--- src/rtl/demux_out_fifo_if.sv ---
// Lane-side handshake for one demux output buffer: write/read requests, read data and status.
interface demux_out_fifo_if #(
  parameter int DATA_WIDTH = 8,
  parameter int ADDR_WIDTH = 2
);
  logic [DATA_WIDTH-1:0] data_in;
  logic                  push;
  logic                  pop;
  logic [DATA_WIDTH-1:0] data_out;
  logic                  valid_out;
  logic                  full;
  logic                  empty;
  logic                  almost_full;
  logic                  almost_empty;
  logic [ADDR_WIDTH:0]   count;
  logic                  overflow;
  logic                  underflow;

  modport master (
    output data_in, push, pop,
    input  data_out, valid_out, full, empty, almost_full, almost_empty,
           count, overflow, underflow
  );

  modport slave (
    input  data_in, push, pop,
    output data_out, valid_out, full, empty, almost_full, almost_empty,
           count, overflow, underflow
  );
endinterface

--- src/rtl/demux_out_fifo.sv ---
// Per-lane FIFO behind the 1:2 demux: registered read data, occupancy flags,
// sticky overflow/underflow for the next stage.
module demux_out_fifo #(
  parameter int DATA_WIDTH   = 8,
  parameter int DEPTH        = 4,
  parameter int ADDR_WIDTH   = 2,
  parameter int ALMOST_FULL  = 3,
  parameter int ALMOST_EMPTY = 1
) (
  input logic             clk,
  input logic             reset,
  demux_out_fifo_if.slave bus
);
  localparam logic [ADDR_WIDTH:0] DEPTH_C = (ADDR_WIDTH+1)'(DEPTH);
  localparam logic [ADDR_WIDTH:0] AF_C    = (ADDR_WIDTH+1)'(ALMOST_FULL);
  localparam logic [ADDR_WIDTH:0] AE_C    = (ADDR_WIDTH+1)'(ALMOST_EMPTY);

  logic [DATA_WIDTH-1:0] mem [DEPTH];
  logic [ADDR_WIDTH-1:0] wr_ptr;
  logic [ADDR_WIDTH-1:0] rd_ptr;
  logic [ADDR_WIDTH:0]   cnt;
  logic [DATA_WIDTH-1:0] data_q;
  logic                  valid_q;
  logic                  ovf_q;
  logic                  unf_q;
  logic                  is_full;
  logic                  is_empty;
  logic                  push_acc;
  logic                  pop_acc;

  assign is_full  = (cnt == DEPTH_C);
  assign is_empty = (cnt == '0);
  // A pop frees a slot in the same cycle, so a push into a full FIFO is accepted alongside it.
  assign pop_acc  = bus.pop && !is_empty;
  assign push_acc = bus.push && (!is_full || pop_acc);

  assign bus.data_out     = data_q;
  assign bus.valid_out    = valid_q;
  assign bus.full         = is_full;
  assign bus.empty        = is_empty;
  assign bus.almost_full  = (cnt >= AF_C);
  assign bus.almost_empty = (cnt <= AE_C);
  assign bus.count        = cnt;
  assign bus.overflow     = ovf_q;
  assign bus.underflow    = unf_q;

  // Storage is deliberately left out of reset.
  always_ff @(posedge clk) begin
    if (push_acc) mem[wr_ptr] <= bus.data_in;
  end

  always_ff @(posedge clk or posedge reset) begin
    if (reset) begin
      wr_ptr  <= '0;
      rd_ptr  <= '0;
      cnt     <= '0;
      data_q  <= '0;
      valid_q <= 1'b0;
      ovf_q   <= 1'b0;
      unf_q   <= 1'b0;
    end else begin
      valid_q <= pop_acc;
      if (push_acc) wr_ptr <= wr_ptr + 1'b1;
      if (pop_acc) begin
        data_q <= mem[rd_ptr];
        rd_ptr <= rd_ptr + 1'b1;
      end
      case ({push_acc, pop_acc})
        2'b10:   cnt <= cnt + 1'b1;
        2'b01:   cnt <= cnt - 1'b1;
        default: cnt <= cnt;
      endcase
      if (bus.push && !push_acc) ovf_q <= 1'b1;
      if (bus.pop && is_empty)   unf_q <= 1'b1;
    end
  end
endmodule

--- src/flat_wrapper.sv ---
// flat-port wrapper written by rule: the top's interface ports become plain ports
module demux_out_fifo_flat 
#(
  parameter int DATA_WIDTH   = 8,
  parameter int DEPTH        = 4,
  parameter int ADDR_WIDTH   = 2,
  parameter int ALMOST_FULL  = 3,
  parameter int ALMOST_EMPTY = 1
)
  (clk, reset, bus_data_in, bus_push, bus_pop, bus_data_out, bus_valid_out, bus_full, bus_empty, bus_almost_full, bus_almost_empty, bus_count, bus_overflow, bus_underflow);
  demux_out_fifo_if #(.DATA_WIDTH(DATA_WIDTH), .ADDR_WIDTH(ADDR_WIDTH)) bus_i ();
  input logic clk;
  input logic reset;
  input wire logic [$bits(bus_i.data_in)-1:0] bus_data_in;
  input wire logic [$bits(bus_i.push)-1:0] bus_push;
  input wire logic [$bits(bus_i.pop)-1:0] bus_pop;
  output wire logic [$bits(bus_i.data_out)-1:0] bus_data_out;
  output wire logic [$bits(bus_i.valid_out)-1:0] bus_valid_out;
  output wire logic [$bits(bus_i.full)-1:0] bus_full;
  output wire logic [$bits(bus_i.empty)-1:0] bus_empty;
  output wire logic [$bits(bus_i.almost_full)-1:0] bus_almost_full;
  output wire logic [$bits(bus_i.almost_empty)-1:0] bus_almost_empty;
  output wire logic [$bits(bus_i.count)-1:0] bus_count;
  output wire logic [$bits(bus_i.overflow)-1:0] bus_overflow;
  output wire logic [$bits(bus_i.underflow)-1:0] bus_underflow;
  assign bus_i.data_in = bus_data_in;
  assign bus_i.push = bus_push;
  assign bus_i.pop = bus_pop;
  assign bus_data_out = bus_i.data_out;
  assign bus_valid_out = bus_i.valid_out;
  assign bus_full = bus_i.full;
  assign bus_empty = bus_i.empty;
  assign bus_almost_full = bus_i.almost_full;
  assign bus_almost_empty = bus_i.almost_empty;
  assign bus_count = bus_i.count;
  assign bus_overflow = bus_i.overflow;
  assign bus_underflow = bus_i.underflow;
  demux_out_fifo #(.DATA_WIDTH(DATA_WIDTH), .DEPTH(DEPTH), .ADDR_WIDTH(ADDR_WIDTH), .ALMOST_FULL(ALMOST_FULL), .ALMOST_EMPTY(ALMOST_EMPTY)) u_core (.clk(clk), .reset(reset), .bus(bus_i));
endmodule
--- config.mk ---
export PLATFORM = sky130hd
export DESIGN_NAME = demux_out_fifo_flat
export DESIGN_NICKNAME = d
export VERILOG_FILES = /design/src/rtl/demux_out_fifo_if.sv /design/src/rtl/demux_out_fifo.sv /design/src/flat_wrapper.sv
export SDC_FILE = /design/constraint.sdc
export NUM_CORES = 1
export LEC_CHECK = 0
export ABC_CLOCK_PERIOD_IN_PS = 3300
export BUFFER_PORTS_ARGS = -buffer_cell sky130_fd_sc_hd__buf_2
export CAP_MARGIN = 20
export CORE_MARGIN = 2
export CORE_UTILIZATION = 40
export CTS_CLUSTER_DIAMETER = 100
export DETAILED_ROUTE_END_ITERATION = 16
export SETUP_SLACK_MARGIN = 0.1
export SYNTH_ARGS = -nofsm -noshare
export SYNTH_HDL_FRONTEND = slang
export SYNTH_SLANG_ARGS = --single-unit
--- constraint.sdc ---
create_clock -name clk -period 3.3 [get_ports clk]
set_clock_uncertainty 0.15 [all_clocks]
set_input_delay 0.825 -clock clk [delete_from_list [all_inputs] [get_ports clk]]
set_output_delay 0.825 -clock clk [all_outputs]
set_load 0.02 [all_outputs]
# After elaboration in Yosys (flattened, before gate mapping)
# Memories as Yosys holds them, arrays and structs flattened. A register that Yosys moved wholly into a read port is not among the register bits.
# Index checks and enable logic that the tools add are counted.
dict set report word_totals {
  memories 1
  register_bits 10
  wordCells 29
  mem_bits_rw 32
  output_inout_bits 18
  in_bits 12
}
# name words word_bits read_ports rd_ports_with_merged_regs write_ports line_no
set memory_table {}
lappend memory_table {u_core.mem 4 8 1 1 1 demux_out_fifo.sv:18} ;# logic [DATA_WIDTH-1:0] mem [DEPTH];
dict set report classes {
  n_lt_le_gt_ge 2
  muxes 3
  n_eq_ne 3
  add_sub_neg 4
  reduce_logical 10
}
# operator n
set ops {}
lappend ops {{case mux 3 bit (2 select lines)} 1}
lappend ops {{adder 2 x 1 -> 2 bit, second input constant} 2}
lappend ops {{logical AND 1 bit} 4}
lappend ops {{adder 3 x 1 -> 3 bit, second input constant} 1}
lappend ops {{equality test 3 bit, second input constant} 1}
lappend ops {{greater-or-equal comparator 3 x 2 -> 1 bit, second input constant} 1}
lappend ops {{<= comparator 3 x 1 -> 1 bit, second input constant} 1}
lappend ops {{zero test 1 bit} 3}
lappend ops {{zero test 3 bit} 1}
lappend ops {{subtractor 3 x 1 -> 3 bit, second input constant} 1}
lappend ops {{equality test 2 x 1 -> 1 bit, second input constant} 1}
lappend ops {{equality test 2 bit, second input constant} 1}
lappend ops {{2-to-1 mux 1 bit} 2}
lappend ops {{nonzero test 2 bit} 1}
lappend ops {{logical OR 1 bit} 1}

# Longest topological paths before layout
dict set report logic_depth {
  ltp_word 7
  ltp_mapped 9
  depth_no_buf 9
}

# Worst setup path before layout
# Ideal clock, no wire load.
dict set report synth_path {
  kind {register to output}
  startpoint {reg u_core.cnt[0], in the netlist u_core.bus.count[0]}
  endpoint {out bus_almost_full}
  stages_incl_launch_ff 5
  setup_slack_ns 1.162
  arrival_time_ns 1.163
  required_time_ns 2.325
  cell_sequence {dfrtp_1 -> ha_1 -> ha_1 -> nor2_1 -> o21ai_0}
}
dict set report synth_via {
  elab_chain_len 1
}
# element line_no
set synth_rtl {}
lappend synth_rtl {{from (decl)} demux_out_fifo.sv:21} ;# logic [ADDR_WIDTH:0] cnt;
lappend synth_rtl {{from (signal assigned)} demux_out_fifo.sv:69} ;# 2'b10: cnt <= cnt + 1'b1;
lappend synth_rtl {{from (signal assigned)} demux_out_fifo.sv:70} ;# 2'b01: cnt <= cnt - 1'b1;
lappend synth_rtl {{from (signal assigned)} demux_out_fifo.sv:71} ;# default: cnt <= cnt;
lappend synth_rtl {{greater-or-equal comparator 3 x 2 -> 1 bit} demux_out_fifo.sv:41} ;# assign bus.almost_full = (cnt >= AF_C);
lappend synth_rtl {{to (decl)} flat_wrapper.sv:21} ;# output wire logic [$bits(bus_i.almost_full)-1:0] bus_almost_full;
# Every way passes these cells.

# Final worst setup path
dict set report layout_path {
  startpoint {reg u_core.cnt[1], in the netlist u_core.bus.count[1]}
  endpoint {out bus_almost_full}
}
# The elaborated chain is that of the path after synthesis.

==> impl_metrics.csv <==
group,metric,value,unit
route,wl_per_cell,15.6,um
global_route,grt_pass1_vias,1055,
final_layout,layoutNonFillerInstCount,217,
route,vias,1049,
timing,setup_viol,0,
setup_path,crit_fanout,5,
clocking,ctsHtreeMaxLevel,2,
synthesis,synth_cell_type_count,20,
pwr,p_per_area,924,nW/um^2
global_route,grt.total_usage,13.1,%
final_layout,seq_area,1410,um^2
timing,rsz0062_at_grt,"false",
timing,post-route-period-util,72.4,%
placed_design,place.gp.congestion,0.704,
placed_design,placement.io_buffers,29,
setup_path,crit_required,2.32,ns
die,chipHeight,75.0,um
die,rows,25,
die,coreArea,4790,um^2
pwr,peakVddDrop,0.397,mV
synthesis,yosysSeqAreaShare,69.9,%
synthesis,syn-num-nets,136,
final_layout,antennaDiodeCount,0,
setup_path,arrival,1.41,ns
die,io_pins,30,
placed_design,place_ws,0.979,ns
synthesis,yosys_warnings,0,
timing,fin_ws,0.912,ns
placed_design,place_hpwl,2370,um
final_layout,multi_input_area,551,um^2
final_layout,syn_to_final_growth,16.1,%
clocking,post_cts_buffers,0,
clocking,clk_pin_slew,0.09,ns
route,met2_length,1750,um
setup_path,endpoint_kind,"primary output",
global_route,antenna_found_initial,0,
setup_path,worstSetupPathType,"flop to primary output",
clocking,cts_tree,"yes",
timing,min_period,2.39,ns
run_status,status,"completed",
final_layout,final_common_cell,"edfxtp_1",
route,drt_iter0_markers,57,
timing,fmax,419,MHz
placed_design,dp_cells,209,
synthesis,postSynthCellCount,115,
global_route,grt_pass1_wl,5180,um
setup_path,start_kind,"flop",
timing,holdWs,0.313,ns
timing,hold_violations,0,
final_layout,nNetsFinal,170,
synthesis,synth_area,2020,um^2
die,initial_utilization,42.2,%
pwr,power,2.16,mW
final_layout,nFillCells,431,
timing,worst_slew_pin_slew,0.719,ns
die,die-width,75.0,um
route,ant_nets,0,
timing,maxSlewHeadroom,52.0,%
route,via_per_inst,4.83,
route,wl_met1,1480,um
global_route,gr-total-overflow,0,
synthesis,ys_seq_elements,50,
pwr,power_leakage,0.943,nW
route,drc_errors,0,
clocking,cts_resized,0,
final_layout,drive_gt1_share,35.3,%
clocking,cts_buffer_depth,2,
flow_run,maxCapViolCount,0,
synthesis,avgSynthCellArea,17.5,um^2
route,wl_met3,126,um
global_route,grt_start_max_net_pins,19,
clocking,ctsHoldBuffers,0,
die,fp.dieArea,5630,um^2
route,dr.max_layer_used,"met4",
clocking,clk_latency,0.29,ns
final_layout,fin_area,2340,um^2
timing,tns,0,ns
route,dr.pass1.iters,4,
hold_path,worstHoldPathType,"flop to flop",
placed_design,dpl_cell_area,2230,um^2
clocking,cts_buffers,5,
clocking,clockRootBuffer,"clkbuf_8",
timing,slew_viol_final,0,
final_layout,fin_util,48.9,%
route,routed_wl,3390,um
final_layout,layout_common_cells,"edfxtp_1 (32), buf_2 (29), dfrtp_1 (18), inv_1 (11)",
clocking,clock-sinks,50,
==> synthesized netlist by cell type, drive strengths merged <==
master / instances / area share, %
edfxtp: 32 / 48
dfrtp: 18 / 22
inv: 11 / 2.0
ha: 9 / 5.6
mux2: 9 / 5.0
mux4: 8 / 8.9
xnor2: 5 / 2.2
and2: 4 / 1.2
nor2: 4 / 0.74
nand2: 3 / 0.56
a21o: 2 / 0.74
o21ai: 2 / 0.50
a21oi: 1 / 0.25
a31oi: 1 / 0.31
buf: 1 / 0.56
clkbuf: 1 / 0.19
nand2b: 1 / 0.31
nand3: 1 / 0.25
o21a: 1 / 0.37
o22ai: 1 / 0.31
==> logic make-up (layout without fill, tap and decap cells) <==
family,Yosys count,in the layout,synth area share [%]
compound gates,8,8,2.48
buf+inv,13,48,2.79
mux,17,17,13.9
flops,50,50,69.9
xor+xnor,5,5,2.17
simple gates,13,13,3.10
fa+ha+maj,9,9,5.58
==> report_power, final <==
group          total (mW)  switching (mW)  internal, mW
Combinational       0.743           0.397         0.346
Sequential           1.00           0.140         0.860
Clock               0.421           0.195         0.226
==> layout make-up <==
cell class,instances,area share (%)
clock buffers,6,3.10
clock inverters,2,1.60
inverters,11,1.76
multi-input cells,52,23.5
flip-flops and latches,50,60.3
well taps,67,3.58
repair buffers,29,6.20
==> flip-flops by register name, summed over array words and instances (netlist names) <==
register / count
u_core.bus.overflow: 1
u_core.bus.valid_out: 1
u_core.bus.underflow: 1
u_core.wr_ptr: 2
u_core.mem: 32
u_core.rd_ptr: 2
u_core.bus.count: 3
u_core.bus.data_out: 8
==> worst paths after layout <==
check                           depth (start not counted)  slack, ns                        startpoint                                 end
worst min-delay path                                    1       0.31  u_core.bus.underflow$_DFFE_PP0P_    u_core.bus.underflow$_DFFE_PP0P_
min in group asynchronous                               2       0.48                             reset  u_core.bus.data_out[2]$_DFFE_PP0P_
worst max register to register                          8       1.14   u_core.bus.count[1]$_DFFE_PP0P_     u_core.bus.count[2]$_DFFE_PP0P_
worst max-delay path                                    5       0.91   u_core.bus.count[1]$_DFFE_PP0P_                     bus_almost_full
max in group asynchronous                               2       2.06                             reset  u_core.bus.data_out[7]$_DFFE_PP0P_
worst min register to register                          1       0.31  u_core.bus.underflow$_DFFE_PP0P_    u_core.bus.underflow$_DFFE_PP0P_
==> critical path, cell delays in order (launching register included) <==
cell and delay (ns):
dfrtp_1 0.43, ha_1 0.20, ha_1 0.17, nor2_1 0.08, o21ai_0 0.07, buf_2 0.16
==> layer usage <==
layer  up-vias  track usage, %
met3         2            4.95
met1       538            16.3
li1        490               -
met2        19            21.5
met4         0            3.97
met5         -               0
No activity file was read; power rests on OpenSTA's default activity.
